`src/rtl/debounce_pkg.sv`:
```
// debounce_pkg: shared FSM state type and synchroniser depth limits for input_debouncer
package debounce_pkg;
  localparam int DB_SYNC_MIN = 2;
  localparam int DB_SYNC_MAX = 4;
  typedef enum logic [1:0] {STABLE_LOW, PEND_HIGH, STABLE_HIGH, PEND_LOW} db_state_t;
endpackage

```
`src/rtl/sync_chain.sv`:
```
// sync_chain: DEPTH-flop synchroniser for an asynchronous level, reset to 0
module sync_chain
  import debounce_pkg::*;
#(
  parameter int DEPTH = 2
) (
  input  logic clk,
  input  logic rst,
  input  logic d,
  output logic q
);
  if (DEPTH < DB_SYNC_MIN || DEPTH > DB_SYNC_MAX) begin : g_bad_depth
    $fatal(1, "sync_chain: DEPTH out of range");
  end
  logic [DEPTH-1:0] r_sync;
  // shift the raw level through the chain; only the last stage leaves this module
  always_ff @(posedge clk) begin
    if (rst) r_sync <= '0;
    else r_sync <= {r_sync[DEPTH-2:0], d};
  end
  assign q = r_sync[DEPTH-1];
endmodule

```
`src/rtl/input_debouncer.sv`:
```
// input_debouncer: synchronise a raw level and accept changes stable for STABLE_CYCLES samples; rise/fall strobes only with INPUT_DEBOUNCER_EDGE_EN
module input_debouncer
  import debounce_pkg::*;
#(
  parameter int STABLE_CYCLES = 16,
  parameter int SYNC_STAGES = 2,
  localparam int CNT_W = $clog2(STABLE_CYCLES)
) (
  input  logic clk,
  input  logic rst,
  input  logic in,
  output logic out,
  output logic rise,
  output logic fall
);
  if (STABLE_CYCLES < 2 || STABLE_CYCLES > 65535) begin : g_bad_stable
    $fatal(1, "input_debouncer: STABLE_CYCLES out of range");
  end
  if (SYNC_STAGES < DB_SYNC_MIN || SYNC_STAGES > DB_SYNC_MAX) begin : g_bad_sync
    $fatal(1, "input_debouncer: SYNC_STAGES out of range");
  end
  localparam logic [CNT_W-1:0] LAST = CNT_W'(STABLE_CYCLES - 1);
  localparam logic [CNT_W-1:0] ONE = CNT_W'(1);
  logic w_sync;
  db_state_t r_state, w_state;
  logic [CNT_W-1:0] r_cnt, w_cnt;
  logic r_out;
  sync_chain #(.DEPTH(SYNC_STAGES)) u_sync (
    .clk(clk),
    .rst(rst),
    .d  (in),
    .q  (w_sync)
  );
  // next state and stability count; the count is zero in both stable states and never passes LAST
  always_comb begin
    w_state = r_state;
    w_cnt = '0;
    case (r_state)
      STABLE_LOW: if (w_sync) begin
        w_state = PEND_HIGH;
        w_cnt = ONE;
      end
      PEND_HIGH: if (!w_sync) w_state = STABLE_LOW;
        else if (r_cnt == LAST) w_state = STABLE_HIGH;
        else w_cnt = r_cnt + ONE;
      STABLE_HIGH: if (!w_sync) begin
        w_state = PEND_LOW;
        w_cnt = ONE;
      end
      PEND_LOW: if (w_sync) w_state = STABLE_HIGH;
        else if (r_cnt == LAST) w_state = STABLE_LOW;
        else w_cnt = r_cnt + ONE;
      default: w_state = STABLE_LOW;
    endcase
  end
  // state, count and debounced level; out is high whenever the accepted level is high
  always_ff @(posedge clk) begin
    if (rst) begin
      r_state <= STABLE_LOW;
      r_cnt <= '0;
      r_out <= 1'b0;
    end else begin
      r_state <= w_state;
      r_cnt <= w_cnt;
      r_out <= (w_state == STABLE_HIGH) || (w_state == PEND_LOW);
    end
  end
  assign out = r_out;
`ifdef INPUT_DEBOUNCER_EDGE_EN
  logic r_rise, r_fall;
  // one-cycle strobes registered alongside out on each accepted transition
  always_ff @(posedge clk) begin
    if (rst) begin
      r_rise <= 1'b0;
      r_fall <= 1'b0;
    end else begin
      r_rise <= (r_state == PEND_HIGH) && (w_state == STABLE_HIGH);
      r_fall <= (r_state == PEND_LOW) && (w_state == STABLE_LOW);
    end
  end
  assign rise = r_rise;
  assign fall = r_fall;
`else
  assign rise = 1'b0;
  assign fall = 1'b0;
`endif
endmodule

```
`config.mk`:
```
export PLATFORM = sky130hd
export DESIGN_NAME = input_debouncer
export DESIGN_NICKNAME = d
export VERILOG_FILES = /design/src/rtl/debounce_pkg.sv /design/src/rtl/sync_chain.sv /design/src/rtl/input_debouncer.sv
export SDC_FILE = /design/constraint.sdc
export NUM_CORES = 1
export LEC_CHECK = 0
export BUFFER_PORTS_ARGS = -buffer_cell sky130_fd_sc_hd__buf_2
export CAP_MARGIN = 20
export CORE_AREA = 2 2 39 41
export DETAILED_ROUTE_END_ITERATION = 7
export DIE_AREA = 0 0 41 43
export PLACE_DENSITY = 0.39
export SYNTH_ARGS = -nofsm -noshare
export SYNTH_HDL_FRONTEND = slang
export SYNTH_SLANG_ARGS = --single-unit
```
`constraint.sdc`:
```
create_clock -name clk -period 1 [get_ports clk]
set_input_delay 0.05 -clock clk [delete_from_list [all_inputs] [get_ports clk]]
set_output_delay 0.05 -clock clk [all_outputs]
set_load 0.01 [all_outputs]
```
==> results of run 1 <==
layout by cell type, fill, tap and decap left out, drive strengths merged:
master and n:
buf 6, and3 2, o21ai 1, nand4b 1
xnor2 1, dfxtp 8, nor2b 2, nor2 2
and2b 1, inv 1, a21oi 2, mux2i 1
nand2 1, clkbuf 3, conb 2, nand4 1
xor2 1, ha 1, nand3b 1, and2 1
power breakdown:
| part | switching [uW] | internal, uW | total, uW |
|---|---|---|---|
| clock | 93.6 | 136 | 230 |
| combinational | 9.60 | 9.85 | 19.5 |
| sequential | 3.97 | 325 | 329 |
| total | 107 | 471 | 579 |
flip-flops by register name (all words and copies together), names as in the netlist:
register,cells
r_cnt,4
r_state,1
u_sync.r_sync,2
out,1
metal layers:
metal | wire, um | part of all wire [%] | vias up
met3 | 18 | 3.7 | 0
li1 | - | - | 119
met4 | 0 | 0 | 0
met5 | 0 | 0 | -
met1 | 204 | 42 | 111
met2 | 262 | 54 | 4
repair_timing:
action                                  4_1_cts  5_1_grt
gates cloned                                  0        0
pin swaps                                     1        1
endpoints found under the setup margin        3        3
resized for setup                             3        0
cells by family after synthesis:
kind of cell	after synthesis	share of synthesized area [%]
buffers and inverters	3	6.022
other	1	1.204
and+or+nand+nor	12	23.70
adders and majority gates	1	4.015
xor gates and xnor gates	2	5.624
AOI/OAI and AO/OA	3	4.818
DFF	8	51.40
muxes	1	3.213
area by class of cell:
type,instances,area [sq um]
timing repair buffer,6,37.54
clock buffer,3,22.52
multi-input combinational,21,148.9
fill,163,988.4
sequential,8,162.7
inverter,1,3.754
tap,16,20.02
per-stage QoR:
step	hold slack [ns]	setup slack (ns)	utilization, %	instances
after global routing	0.02017	-0.03448	28.57	55
after global placement	0.2592	-0.007978	26.04	52
after CTS	0.01659	0.009365	28.57	55
final	0.01703	0.02533	28.57	55
after floorplan	0.1216	0.01419	-	32
after detailed placement	0.2662	-0.03813	26.04	52
critical path, delay by kind of cell (launching register included):
kind,cells,cell delay (ns)
simple gates,2,0.18
fa+ha+maj,1,0.16
flops,1,0.33
mux,1,0.20
worst paths after layout:
kind | start | to | slack, ns | depth (start not counted)
max | r_cnt[0] | out | 0.03 | 4
min | rst | out | 0.02 | 2
max reg2reg | r_cnt[0] | out | 0.03 | 4
min reg2reg | u_sync.r_sync[0] | u_sync.r_sync[1] | 0.46 | 1
==> impl_metrics.yaml, run 1 <==
global_route:
  first_global_vias: 218
  met2_usage_pct: 12.19
  met3_usage_pct: 2.094
  grt_max_degree: 6
  antenna_found_initial: 0
  grt_util_met1_pct: 7.541
  track_usage_pct: 7.273
  busiest_layer: "met2"
  grt_pass1_wl_um: 869
  grt-ovfl-total: 0
floorplanning:
  fp.dieW_um: 41
  fp.dieH_um: 43
  initial_core_util_pct: 22.51
  ios: 6
  fp-row-count: 14
  core_area_sq_mm: 0.001384
  dieArea_sq_mm: 0.001763
setup_path:
  critPathSlowestCell: "dfxtp_2"
  crit_arrival_ns: 1.11
  crit_type: "reg2reg"
  cp.required_ns: 1.13
  cp-end-kind: "flip-flop"
  cp_max_fo: 3
  slowest_delay_ns: 0.33
  cp_cell_sequence: "ha_4, nand4_1, mux2i_1, nor2_1"
  start_kind: "flip-flop"
power:
  power_density_mw_per_mm2: 1464
  ir_worst_vdd_mv: 0.6888
  leakage_uw: 0.0001747
  power_uw: 578.6
worst_hold_path:
  hold_class: "in2reg"
synth:
  syn_avg_cell_area_sq_um: 10.05
  yosysSeqAreaShare_pct: 51.41
  yosys.area.top_type: "dfxtp_1"
  synth-edff-count: 0
  synth_most_common_cell: "dfxtp_1"
  syn_inst: 31
  ys_types: 19
  yosysTopAreaCellShare_pct: 51.41
  synth-async-reset-ratio_pct: 0
  ys_ff_latch: 8
  synth_area_sq_um: 311.5
  synth-main-ff-cell: "dfxtp_1"
  netlist_top_cells_area: "dfxtp_1, buf_4, and3_1, ha_1, nor2b_1"
  yosys_warnings: 0
drt:
  vias: 234
  wl_per_cell_um: 8.800
  via_per_inst: 4.255
  ant_nets: 0
  wl_um: 484
  drc_errors: 0
  first_iter_violations: 2
  firstDrtPassIters: 4
timing:
  final-hold-violation-count: 0
  rsz0062_at_grt: "true"
  period_needed_ns: 0.9747
  setup_viol: 0
  tns_ns: 0
  finalMaxSlewViolations: 0
  skew_ns: 0.001568
  fin_crit_sh_pct: 97.47
  max_freq_mhz: 1026
clock_network:
  cts_tree: "built"
  htreeDepth: 1
  cts-buffers-inserted: 3
  clockBufferDepth: 2
  clockRootBuffer: "clkbuf_4"
  cts_setup_buffers: 0
  path_clk_slew_ns: 0.05
  clk_latency_ns: 0.24
  ctsHoldBuffers: 0
  clock_sinks: 8
finish:
  nets: 45
  diodes: 0
  drive_above_1_share_pct: 33.33
  stdcell_area_sq_um: 395.4
  syn_to_final_growth_pct: 26.91
place:
  port_buffers: 3
  placed_area_sq_um: 360.3
  hpwl_um: 409.7
  gp_congestion: 0.7185
run_status:
  status: "complete, no violations"
flow_run:
  maxCapViolCount: 0
No activity file was read; power rests on OpenSTA's default activity.
==> inputs of run 2 (changes only) <==
--- a/config.mk
+++ b/config.mk
@@ -10,6 +10,7 @@
 export CORE_AREA = 2 2 39 41
 export DETAILED_ROUTE_END_ITERATION = 7
 export DIE_AREA = 0 0 41 43
+export GPL_TIMING_DRIVEN = 0
 export PLACE_DENSITY = 0.39
 export SYNTH_ARGS = -nofsm -noshare
 export SYNTH_HDL_FRONTEND = slang
==> run 2 against run 1 <==
- the run now ends with negative setup slack left
- first-iteration DRC count increased to 2.5 times the previous value
- combinational power grew 32%
- utilization grew 1.3 points
- flip-flop and latch count is the same
- sequential power barely moved
- critical path type unchanged
- critical endpoint unchanged
- largest power group unchanged
- highest routed layer unchanged
==> impl_metrics.yaml, run 2 (synthesis gave the netlist of run 1 again) <==
finish:
  reg.largest.list: "r_cnt: 4 flops, u_sync.r_sync: 2 flops"
  n_fill_cell: 157
  final_common_cell: "dfxtp_1"
  top_register: "r_cnt"
  largest_reg_flops: 4
  final_cell_mix: "dfxtp_1, buf_4, clkbuf_4, buf_2"
  drive_above_1_share_pct: 36.59
  diodes: 0
  nets: 47
  finalNonFillerCells: 57
  syn_to_final_growth_pct: 32.53
timing:
  fin_ws_ns: -0.007754
  skew_ns: 0.0002295
  max_freq_mhz: 992.3
  setup_viol: 1
  tns_ns: -0.007754
  final-hold-violation-count: 0
  period_needed_ns: 1.008
  holdWs_ns: 0.008008
  rsz0062_at_grt: "true"
  finalMaxSlewViolations: 0
  fin_crit_sh_pct: 100.8
setup_path:
  crit_type: "reg2reg"
  cp-end-kind: "flip-flop"
  cp_max_fo: 3
  crit_arrival_ns: 1.15
  cp.required_ns: 1.15
  start_kind: "flip-flop"
power:
  power_uw: 595.4
  leakage_uw: 0.0001859
  power_density_mw_per_mm2: 1442
  ir_worst_vdd_mv: 0.6210
drt:
  vias: 239
  wl_um: 572
  firstDrtPassIters: 3
  wl_per_cell_um: 10.04
  ant_nets: 0
  first_iter_violations: 5
  via_per_inst: 4.193
  drc_errors: 0
clock_network:
  cts-buffers-inserted: 3
  cts_tree: "built"
  path_clk_slew_ns: 0.05
  clockRootBuffer: "clkbuf_4"
  clock_sinks: 8
  clockBufferDepth: 2
  clk_latency_ns: 0.25
  htreeDepth: 1
  ctsHoldBuffers: 0
place:
  place_inst: 51
  hpwl_um: 412.7
  dp_slack_ns: -0.1077
  gp_congestion: 0.5955
  port_buffers: 3
floorplanning:
  fp-row-count: 14
  ios: 6
  fp.dieW_um: 41
  initial_core_util_pct: 22.51
  core_area_sq_mm: 0.001384
  fp.dieH_um: 43
  dieArea_sq_mm: 0.001763
global_route:
  first_global_vias: 269
  met2_usage_pct: 11.56
  antenna_found_initial: 0
  grt_pass1_wl_um: 972
  met3_usage_pct: 2.618
  grt-ovfl-total: 0
  grt_util_met1_pct: 8.469
  grt_max_degree: 6
  busiest_layer: "met4"
  track_usage_pct: 8.669
worst_hold_path:
  hold_class: "in2reg"
run_status:
  status: "finished with violations"
  violations: "negative setup slack"
flow_run:
  maxCapViolCount: 0
-- run 2: cell count changes in the layout (fill, tap and decap cells not counted) --
cell	previous run	this run
dfxtp_4	0	1
buf_4	3	5
dfxtp_2	2	1
-- run 2: where the power goes --
group	internal (uW)	leakage [uW]	switching [uW]
registers	323	0.0000663	4.02
logic	15.0	0.000106	10.8
clock network	137	0.0000138	105
total	475	0.000186	120
-- run 2: per-stage QoR --
step / util, % / instance area [sq um]
after floorplan: - / 317.8
after global placement: 25.50 / 352.8
after detailed placement: 25.50 / 352.8
after CTS: 29.84 / 412.9
after global routing: 29.84 / 412.9
final: 29.84 / 412.9
-- run 2: area by class of cell --
type	instances	area [sq um]	share of cell area [%]
flip-flops and latches	8	165.2	40.00
multi-input cells	21	148.9	36.06
repair buffers	6	37.54	9.091
clock buffers	3	22.52	5.455
well taps	16	20.02	4.848
plain buffers	2	15.01	3.636
inverters	1	3.754	0.9091
-- run 2: repair_timing --
action                     CTS  global route
setup endpoints to repair    4             4
setup buffers                3             0
resized for setup            4             0
pin swaps                    1             2
-- run 2: worst max-delay path, stage by stage (launching register included) --
cell     delay (ns)
dfxtp_4        0.35
ha_4           0.16
nand4_1        0.14
mux2i_1        0.20
nor2_1         0.05
-- run 2: per-layer routing --
layer	share of wire, %	routed length (um)	vias to the layer above
met1	43	246	115
met5	0	0	-
li1	-	-	120
met3	2.8	16	0
met4	0	0	0
met2	54	310	4
-- run 2: final timing paths --
path               startpoint               end  slack (ns)  cells past startpoint
min reg2reg  u_sync.r_sync[0]  u_sync.r_sync[1]        0.45                      1
max                  r_cnt[0]               out      -0.008                      4
min                       rst               out       0.008                      2
max reg2reg          r_cnt[0]               out      -0.008                      4
==> inputs of run 3 (changes only) <==
--- a/config.mk
+++ b/config.mk
@@ -11,7 +11,8 @@
 export DETAILED_ROUTE_END_ITERATION = 7
 export DIE_AREA = 0 0 41 43
 export GPL_TIMING_DRIVEN = 0
-export PLACE_DENSITY = 0.39
+export PLACE_DENSITY = 0.37
+export RECOVER_POWER = 25
 export SYNTH_ARGS = -nofsm -noshare
 export SYNTH_HDL_FRONTEND = slang
 export SYNTH_SLANG_ARGS = --single-unit
==> constraint.sdc (replaced) <==
create_clock -name clk -period 1.1 [get_ports clk]
set_input_delay 0.055 -clock clk [delete_from_list [all_inputs] [get_ports clk]]
set_output_delay 0.055 -clock clk [all_outputs]
set_load 0.01 [all_outputs]
==> run 3 against run 2 <==
- register-to-register slack improved by 0.07 ns
- critical path type unchanged
- wire length decreased by 8.6%
- sequential power decreased by 8.9%
- the run now ends clean
- critical path depth unchanged
- final area decreased by 5.5%
- via count decreased by 7.1%
- sequential share of layout area increased by 2.3 points
==> impl_metrics.yaml, run 3 (synthesis gave the netlist of run 1 again) <==
timing:
  tns_ns: 0
  skew_ns: 0.003974
  fin_crit_sh_pct: 94.17
  finalMaxSlewViolations: 0
  fin_ws_ns: 0.06410
  rsz0062_at_grt: "false"
  final-hold-violation-count: 0
  holdWs_ns: 0.01396
  max_freq_mhz: 965.3
  period_needed_ns: 1.036
  setup_viol: 0
power:
  ir_worst_vdd_mv: 0.4681
  leakage_uw: 0.0001696
  power_density_mw_per_mm2: 1385
  power_uw: 540.5
global_route:
  first_global_vias: 231
  grt_pass1_wl_um: 890
  antenna_found_initial: 0
  grt-ovfl-total: 0
  grt_max_degree: 6
  track_usage_pct: 7.460
place:
  gp_congestion: 0.6682
  dp_slack_ns: -0.03095
  port_buffers: 3
  place_inst: 51
drt:
  vias: 222
  wl_per_cell_um: 9.685
  first_iter_violations: 1
  firstDrtPassIters: 2
  drc_errors: 0
  ant_nets: 0
  wl_um: 523
  via_per_inst: 4.111
floorplanning:
  fp.dieH_um: 43
  core_area_sq_mm: 0.001384
  initial_core_util_pct: 22.51
  ios: 6
  fp-row-count: 14
  dieArea_sq_mm: 0.001763
  fp.dieW_um: 41
clock_network:
  clockRootBuffer: "clkbuf_4"
  path_clk_slew_ns: 0.05
  clk_latency_ns: 0.25
  ctsHoldBuffers: 0
  cts_tree: "built"
  clock_sinks: 8
  cts-buffers-inserted: 3
  htreeDepth: 1
  clockBufferDepth: 2
finish:
  finalNonFillerCells: 54
  largest_reg_flops: 4
  diodes: 0
  syn_to_final_growth_pct: 25.30
  top_register: "r_cnt"
  drive_above_1_share_pct: 31.58
  n_fill_cell: 159
  reg.largest.list: "r_cnt: 4 flops, u_sync.r_sync: 2 flops"
  final_common_cell: "dfxtp_1"
  nets: 44
  final_cell_mix: "dfxtp_1, clkbuf_4, buf_2"
flow_run:
  maxCapViolCount: 0
setup_path:
  cp_max_fo: 4
  cp-end-kind: "flip-flop"
  start_kind: "flip-flop"
  crit_type: "reg2reg"
  crit_arrival_ns: 1.18
  cp.required_ns: 1.24
run_status:
  status: "complete, no violations"
worst_hold_path:
  hold_class: "in2reg"
## run 3: layer usage
layer	part of all wire, %	global-route usage, %	vias up
met1	39	7.818	105
li1	-	-	113
met5	0	0	-
met3	4.8	2.618	0
met2	56	10.94	4
met4	0	6.667	0
## run 3: path summary, 6_finish.rpt
| kind | startpoint | to | slack [ns] | cells past startpoint |
|---|---|---|---|---|
| hold / removal | rst | u_sync.r_sync[0] | 0.01 | 2 |
| hold reg to reg | u_sync.r_sync[0] | u_sync.r_sync[1] | 0.46 | 1 |
| setup reg to reg | r_cnt[0] | out | 0.06 | 4 |
| setup / recovery | r_cnt[0] | out | 0.06 | 4 |
## run 3: through the flow
step                      util [%]  area [sq um]
after CTS                    27.22         376.6
after detailed placement     25.32         350.3
after floorplan                  -         315.3
final                        28.21         390.4
after global routing         28.21         390.4
after global placement       25.32         350.3
## run 3: worst max-delay path, stage by stage (launching register included)
cell     delay, ns
dfxtp_4       0.36
ha_4          0.16
nand4_1       0.15
mux2i_1       0.20
nor2_1        0.05
## run 3: final cells by class
class / instances / area, sq um / area share [%]
well taps: 16 / 20.02 / 5.128
flip-flops and latches: 8 / 165.2 / 42.31
clock buffers: 3 / 22.52 / 5.769
plain buffers: 2 / 15.01 / 3.846
repair buffers: 3 / 15.01 / 3.846
inverters: 1 / 3.754 / 0.9615
multi-input cells: 21 / 148.9 / 38.14
## run 3: report_power, final
part           switching, uW  total (uW)  internal, uW
Combinational           8.68        21.0          12.3
Clock                   97.1         222           125
Sequential              3.99         298           294
Total                    110         541           431
## run 3: timing repair
| action | in CTS | in global routing |
|---|---|---|
| resized for setup | 2 | 3 |
| endpoints found under the setup margin | 2 | 3 |
| pin swaps | 1 | 0 |
| buffers inserted | 0 | 0 |
